## src/rtl/rr_bus_arbiter.sv

```systemverilog
// Round-robin owner of the shared address/data/nRead/nWrite bus; grant is registered one edge after req,
// with one idle TURN cycle between owners and a forced revoke after MAX_HOLD granted cycles.
module rr_bus_arbiter #(
    parameter int NREQ     = 3,
    parameter int ADDR_W   = 16,
    parameter int DATA_W   = 256,
    parameter int MAX_HOLD = 64,
    parameter int IDX_W    = $clog2(NREQ)
) (
    input  logic                     Clk,
    input  logic                     nReset,
    input  logic [NREQ-1:0]          req,
    input  logic [NREQ*ADDR_W-1:0]   m_address,
    input  logic [NREQ-1:0]          m_nRead,
    input  logic [NREQ-1:0]          m_nWrite,
    input  logic [NREQ*DATA_W-1:0]   m_data,
    output logic [NREQ-1:0]          gnt,
    output logic [IDX_W-1:0]         owner,
    output logic                     busy,
    output logic [ADDR_W-1:0]        address,
    output logic                     nRead,
    output logic                     nWrite,
    output logic [DATA_W-1:0]        ExeDataOut,
    output logic                     timeout_err,
    output logic [IDX_W-1:0]         timeout_idx
);

    localparam int CNT_W = $clog2(MAX_HOLD + 1);

    typedef enum logic [1:0] {S_IDLE, S_GRANT, S_TURN} state_t;

    state_t             r_state, w_state_nxt;
    logic [NREQ-1:0]    r_gnt, w_gnt_nxt, w_onehot;
    logic [IDX_W-1:0]   r_owner, w_owner_nxt;
    logic [IDX_W-1:0]   r_ptr, w_ptr_nxt;
    logic [IDX_W-1:0]   r_tidx, w_tidx_nxt;
    logic [CNT_W-1:0]   r_cnt, w_cnt_nxt;
    logic               r_busy, w_busy_nxt;
    logic               r_terr, w_terr_nxt;
    logic [IDX_W-1:0]   w_win;
    logic               w_found;

    function automatic logic [IDX_W-1:0] f_wrap(input int v);
        return (v >= NREQ) ? IDX_W'(v - NREQ) : IDX_W'(v);
    endfunction

    // First set request at or above the pointer, wrapping past NREQ-1.
    always_comb begin
        w_win   = '0;
        w_found = 1'b0;
        for (int i = 0; i < NREQ; i++) begin
            if (!w_found && req[f_wrap(int'(r_ptr) + i)]) begin
                w_found = 1'b1;
                w_win   = f_wrap(int'(r_ptr) + i);
            end
        end
        w_onehot        = '0;
        w_onehot[w_win] = 1'b1;
    end

    always_comb begin
        w_state_nxt = r_state;
        w_gnt_nxt   = r_gnt;
        w_owner_nxt = r_owner;
        w_ptr_nxt   = r_ptr;
        w_tidx_nxt  = r_tidx;
        w_cnt_nxt   = r_cnt;
        w_busy_nxt  = r_busy;
        w_terr_nxt  = 1'b0;
        case (r_state)
            S_IDLE, S_TURN: begin
                if (w_found) begin
                    w_state_nxt = S_GRANT;
                    w_gnt_nxt   = w_onehot;
                    w_owner_nxt = w_win;
                    w_busy_nxt  = 1'b1;
                    w_cnt_nxt   = CNT_W'(1);
                end else begin
                    w_state_nxt = S_IDLE;
                    w_gnt_nxt   = '0;
                    w_busy_nxt  = 1'b0;
                end
            end
            S_GRANT: begin
                if (!req[r_owner] || r_cnt >= CNT_W'(MAX_HOLD)) begin
                    w_state_nxt = S_TURN;
                    w_gnt_nxt   = '0;
                    w_busy_nxt  = 1'b0;
                    w_cnt_nxt   = '0;
                    w_ptr_nxt   = f_wrap(int'(r_owner) + 1);
                    if (req[r_owner]) begin
                        w_terr_nxt = 1'b1;
                        w_tidx_nxt = r_owner;
                    end
                end else begin
                    w_cnt_nxt = r_cnt + CNT_W'(1);
                end
            end
            default: begin
                w_state_nxt = S_IDLE;
                w_gnt_nxt   = '0;
                w_busy_nxt  = 1'b0;
            end
        endcase
    end

    always_ff @(posedge Clk or negedge nReset) begin
        if (!nReset) begin
            r_state <= S_IDLE;
            r_gnt   <= '0;
            r_owner <= '0;
            r_ptr   <= '0;
            r_tidx  <= '0;
            r_cnt   <= '0;
            r_busy  <= 1'b0;
            r_terr  <= 1'b0;
        end else begin
            r_state <= w_state_nxt;
            r_gnt   <= w_gnt_nxt;
            r_owner <= w_owner_nxt;
            r_ptr   <= w_ptr_nxt;
            r_tidx  <= w_tidx_nxt;
            r_cnt   <= w_cnt_nxt;
            r_busy  <= w_busy_nxt;
            r_terr  <= w_terr_nxt;
        end
    end

    // Only the registered owner's slice can ever reach the shared bus.
    always_comb begin
        address    = '0;
        nRead      = 1'b1;
        nWrite     = 1'b1;
        ExeDataOut = '0;
        if (r_busy) begin
            address    = m_address[int'(r_owner)*ADDR_W +: ADDR_W];
            nRead      = m_nRead[r_owner];
            nWrite     = m_nWrite[r_owner];
            ExeDataOut = m_data[int'(r_owner)*DATA_W +: DATA_W];
        end
    end

    assign gnt         = r_gnt;
    assign owner       = r_owner;
    assign busy        = r_busy;
    assign timeout_err = r_terr;
    assign timeout_idx = r_tidx;

endmodule

```

## config.mk

```make
export PLATFORM = sky130hd
export DESIGN_NAME = rr_bus_arbiter
export DESIGN_NICKNAME = d
export VERILOG_FILES = /design/src/rtl/rr_bus_arbiter.sv
export SDC_FILE = /design/constraint.sdc
export NUM_CORES = 1
export LEC_CHECK = 0
export BUFFER_PORTS_ARGS = -buffer_cell sky130_fd_sc_hd__buf_4
export CORE_AREA = 2 2 434 436
export DETAILED_ROUTE_END_ITERATION = 8
export DIE_AREA = 0 0 436 438
export SYNTH_ARGS = -nofsm -noshare
export SYNTH_HDL_FRONTEND = slang
export SYNTH_SLANG_ARGS = --single-unit
export TNS_END_PERCENT = 50
```

## constraint.sdc

```tcl
create_clock -name Clk -period 4.1 [get_ports Clk]
set_input_delay 0.82 -clock Clk [delete_from_list [all_inputs] [get_ports Clk]]
set_output_delay 0.82 -clock Clk [all_outputs]
set_load 0.02 [all_outputs]
```

; ---- Word-level counts from Yosys, hierarchy flattened
; Index checks and enable logic that the tools add are counted.
[word_totals]
reg_bits = 20
inputBits = 827
output_inout_bits = 283
wordCells = 90
[classes]
n_addsub = 8
order_cmp = 11
eq_ne = 4
n_shift = 2
mux = 43
n_reduce_logical = 14
[ops]
columns = operator, count
row1 = 768-bit by 11-bit indexed part select with 256-bit output, 1
row2 = 256-bit two-way mux, 1
row3 = 48-bit by 7-bit indexed part select with 16-bit output, 1
row4 = 1-bit two-way mux, 18
row5 = 16-bit two-way mux, 1
row6 = 2-bit two-way mux, 8
row7 = "2-bit by 3-bit < comparator with 1-bit output, second input constant", 5
row8 = 7-bit two-way mux, 2
row9 = 7-bit one-hot mux with 2 select lines, 1
row10 = 1-bit binary-select mux with 2-bit select, 6
row11 = "3-bit by 2-bit greater-or-equal comparator with 1-bit output, second input constant", 3
row12 = "2-bit subtractor, second input constant", 4
row13 = "7-bit by 1-bit adder with 7-bit output, second input constant", 1
row14 = "7-bit greater-or-equal comparator, second input constant", 1
row15 = "2-bit by 1-bit adder with 3-bit output, second input constant", 2
row16 = 3-bit two-way mux, 2
row17 = 3-bit one-hot mux with 2 select lines, 1
row18 = 2-bit AND reduction, 3
row19 = "2-bit inequality test, second input constant", 2
row20 = 2-bit one-hot mux with 2 select lines, 1
row21 = "2-bit by 2-bit adder with 3-bit output, second input constant", 1
row22 = 1-bit logical AND, 3
row23 = 1-bit zero test, 3
row24 = 3-bit AND reduction, 1
row25 = 10 further kinds, 10

; ---- Logic depth before layout (Yosys ltp)
[logic_depth]
depth_word = 17
mapped_depth = 8
ltp_nobuf = 7

; ---- Least setup slack after synthesis
; OpenSTA, ideal clock, no wires.
[synth_timing]
kind = register -> output
from = register r_owner[0], in the netlist owner[0]
to = output ExeDataOut[222]
arrival_time_ps = 1845
slack_ps = 1435
stages_incl_launch_ff = 9
path_buffers = 4
path_cell_list = dfrtp_1 > buf_2 > nor2b_1 > clkbuf_1 > clkbuf_1 > buf_1 > nand2_1 > o21ai_0 > and2_1
[synth_via]
elab_chain_cells = 2
[synth_rtl]
columns = element, line_no
row1 = "start, declared", 34  ; logic [IDX_W-1:0] r_owner, w_owner_nxt;
row2 = "start signal, assigned", 120  ; r_owner <= w_owner_nxt;
row3 = 768-bit by 11-bit indexed part select with 256-bit output, 139  ; ExeDataOut = m_data[int'(r_owner)*DATA_W +: DATA_W];
row4 = 256-bit two-way mux, 135  ; if (r_busy) begin
row5 = "end, declared", 23  ; output logic [DATA_W-1:0] ExeDataOut,
; No other way between the ends.

; ---- Worst setup path in the final report
[layout_timing]
from = register r_owner[1], in the netlist owner[1]
to = output ExeDataOut[40]
; The elaborated chain is that of the path after synthesis.

==> reports/summary.txt <==
Worst Setup SP -> owner[1]
Synthesized flop and latch total -> 19
Max-cap viol count -> 0
Area delta synth->final -> 139%
Drt pass-1 iters -> 5
Syn_area_per_cell -> 6.36 um2
H-tree depth -> 1
Layout cells sized above 1 -> 49.9%
DR DRC count -> 0
Pleak -> 8.74 nW
Critical R2R Launch -> r_ptr[0]
Post-synthesis async set-or-reset flop share -> 100%
Setup Buffers After CTS -> 0
Num CTS Buffers -> 3
Resize count post-CTS -> 0
Vias per cell -> 3.21
Fillcell total -> 22100
First-pass GRT wire length -> 216 mm
Biggest area consumer among synthesized cells -> mux2i_1
Crit. End Element -> output port
Slew HR -> 29.8%
HP Class -> in2async
Routability congestion estimate -> 1.05
IO Count -> 1110
Largest net degree at the start of global routing -> 146
Crit path kind -> reg2out
Measured slew at the worst slew-check pin -> 1.04 ns
Worst reg2reg path endpoint -> busy
Hold_buf cts -> 0
Worst path required time -> 3.28 ns
CTS tree -> built
Buffers on Ports -> 1109
CP Data Arrival Time -> 2.89 ns
Die area -> 0.191 mm2
Clock Pin Slew Worst Setup and Hold Paths -> 0.06 ns
Initial antenna violation count -> 230
Yosys warns -> 0
Overall routing resource usage -> 18.3%
Initial Util -> 4.52%
CP Launch Type -> flop
Die width -> 436 um
Vias in the first global route -> 15100
Prevailing post-synth register cell -> dfrtp_1
Hold_ws -> 0.440 ns
Setup TNS -> 0 ns
Grt total ovfl -> 0
Peak supply drop -> 0.297 mV
Tcrit/Tclk final -> 90.6%
Clock Latency Late Sink -> 0.26 ns
PD cells -> 607 mW/mm2
Worst Skew -> 0.00648 ns
Placeable Area -> 0.187 mm2
Status -> completed
DRT Wirelength -> 184 mm
Multi-input logic area -> 0.00746 mm2
Final max-slew violation count -> 0
Reg2Reg Depth -> 7
Syn Std Cell Area -> 0.00843 mm2
Nets -> 3200
Post-layout min period -> 3.71 ns
Sequential share of the synthesized area -> 5.64%
CTS Buffer Depth -> 2
Syn nets -> 2159
DR WL/cell -> 37.6 um
Synth cell types -> 44
R2R Setup Slk -> 1.47 ns
Number of core rows -> 159
Peak Freq -> 0.269 GHz
Routed Antenna Nets -> 0
Synthesized instance count -> 1327
Final setup viols -> 0
Largest cells by area after synthesis -> mux2i_1, and2_1, o21ai_0, nand2_1, dfrtp_1
Fin. Hold Viols -> 0
Post-synth EDFFs -> 0
Post-detail-place hpwl -> 170 mm
Die Ht -> 438 um
Crit path to -> ExeDataOut[40]
DR iter-0 viols -> 1487
CTS Root Cell -> clkbuf_16
Top-area cell type share of the netlist area -> 33.0%
RSZ-0062 raised after global routing -> no
Tot Pwr -> 12.3 mW
CTS Sinks -> 19
Maximum fanout along the worst path -> 55
Sequential cell area -> 487 um2
Vias post-DR -> 15800
layer usage:
layer  share of wire [%]  track usage [%]  wire length, um
met5                0.27                0              502
met4                 1.8             3.34             3350
met3                 9.5             5.91            17400
met2                  50             32.4            92200
met1                  38             21.6            70900
layout by cell type (no fill, tap or decap), types with 2 or more instances in the layout:
master,count
ha_1,5
a21oi_1,5
o21ai_0,272
buf_4,1146
o211ai_1,2
diode_2,38
nor2_1,4
a21o_1,2
inv_1,7
nand2_1,283
xor2_1,2
or2_2,3
buf_12,16
mux2i_1,278
and3_1,2
nand3_1,2
a22o_1,4
nor2b_1,4
and2_1,273
nor3_1,4
clkbuf_16,3
dfrtp_1,16
dfrtp_4,3
nand2b_1,2
o21ai_1,2
mux2_2,5
cell families after synthesis:
kind of cell / Yosys count / share of synthesized area [%]
AOI/OAI and AO/OA: 300 / 18.7
xor gates and xnor gates: 2 / 0.208
adders and majority gates: 5 / 0.742
buffers and inverters: 133 / 6.05
DFF: 19 / 5.64
muxes: 285 / 34.0
and+or+nand+nor: 583 / 34.7
cell usage after synthesis (2+ instances only):
cell type	number
dfrtp_1	19
a21oi_1	5
xor2_1	2
o211ai_1	2
buf_1	34
a22o_1	4
nor3_1	4
o21ai_1	2
nand2_1	283
ha_1	5
nand3_1	2
nor2b_1	5
and2_1	273
mux2_2	5
clkbuf_1	83
o21ai_0	272
buf_2	9
nand2b_1	2
a21o_1	2
mux2i_1	278
nor2_1	4
and3_1	2
or2_2	3
inv_1	7
worst min-delay path by stage:
| stage | slack, ns | startpoint | end |
|---|---|---|---|
| floorplan | 0.51 | r_ptr[0] | r_ptr[0] |
| global placement | 0.47 | gnt[2] | gnt[2] |
| detailed placement | 0.47 | gnt[2] | gnt[2] |
| CTS | 0.44 | nReset | r_cnt[3] |
| global route | 0.45 | nReset | r_cnt[1] |
| finish | 0.44 | nReset | r_cnt[1] |
cell type report:
type,instances,share of cell area (%)
antenna,38,0.471
clock buffer,3,0.372
clock inverter,1,0.0248
inverter,7,0.130
multi-input combinational,1175,36.9
sequential,19,2.41
tap,2495,15.5
timing repair buffer,1162,44.2
report_power, final:
part	internal [mW]	switching (mW)	total, mW
clock	0.131	0.0752	0.206
combinational	4.19	7.44	11.6
sequential	0.246	0.180	0.427
total	4.56	7.70	12.3
registers in the layout (all words and copies together) (netlist names):
register / cells
busy: 1
gnt: 3
owner: 2
r_cnt: 7
r_ptr: 2
r_state: 1
timeout_err: 1
timeout_idx: 2
worst max-delay path, cell delays in order, from the launching register on:
cell	delay, ns
dfrtp_4	0.56
buf_12	0.35
mux2i_1	0.30
o21ai_0	0.88
and2_1	0.26
buf_4	0.15
stage by stage:
step           cell area (um2)  cells  setup WS [ns]  util, %
6_report                 20200   4900          0.387     10.8
5_1_grt                  20100   4875          0.461     10.8
4_1_cts                  20100   4862          0.471     10.8
3_5_place_dp             20000   4858          0.759     10.7
3_3_place_gp             20000   4858          0.740     10.7
2_1_floorplan             8430   1327           1.43        -
No activity file was read; power rests on OpenSTA's default activity.
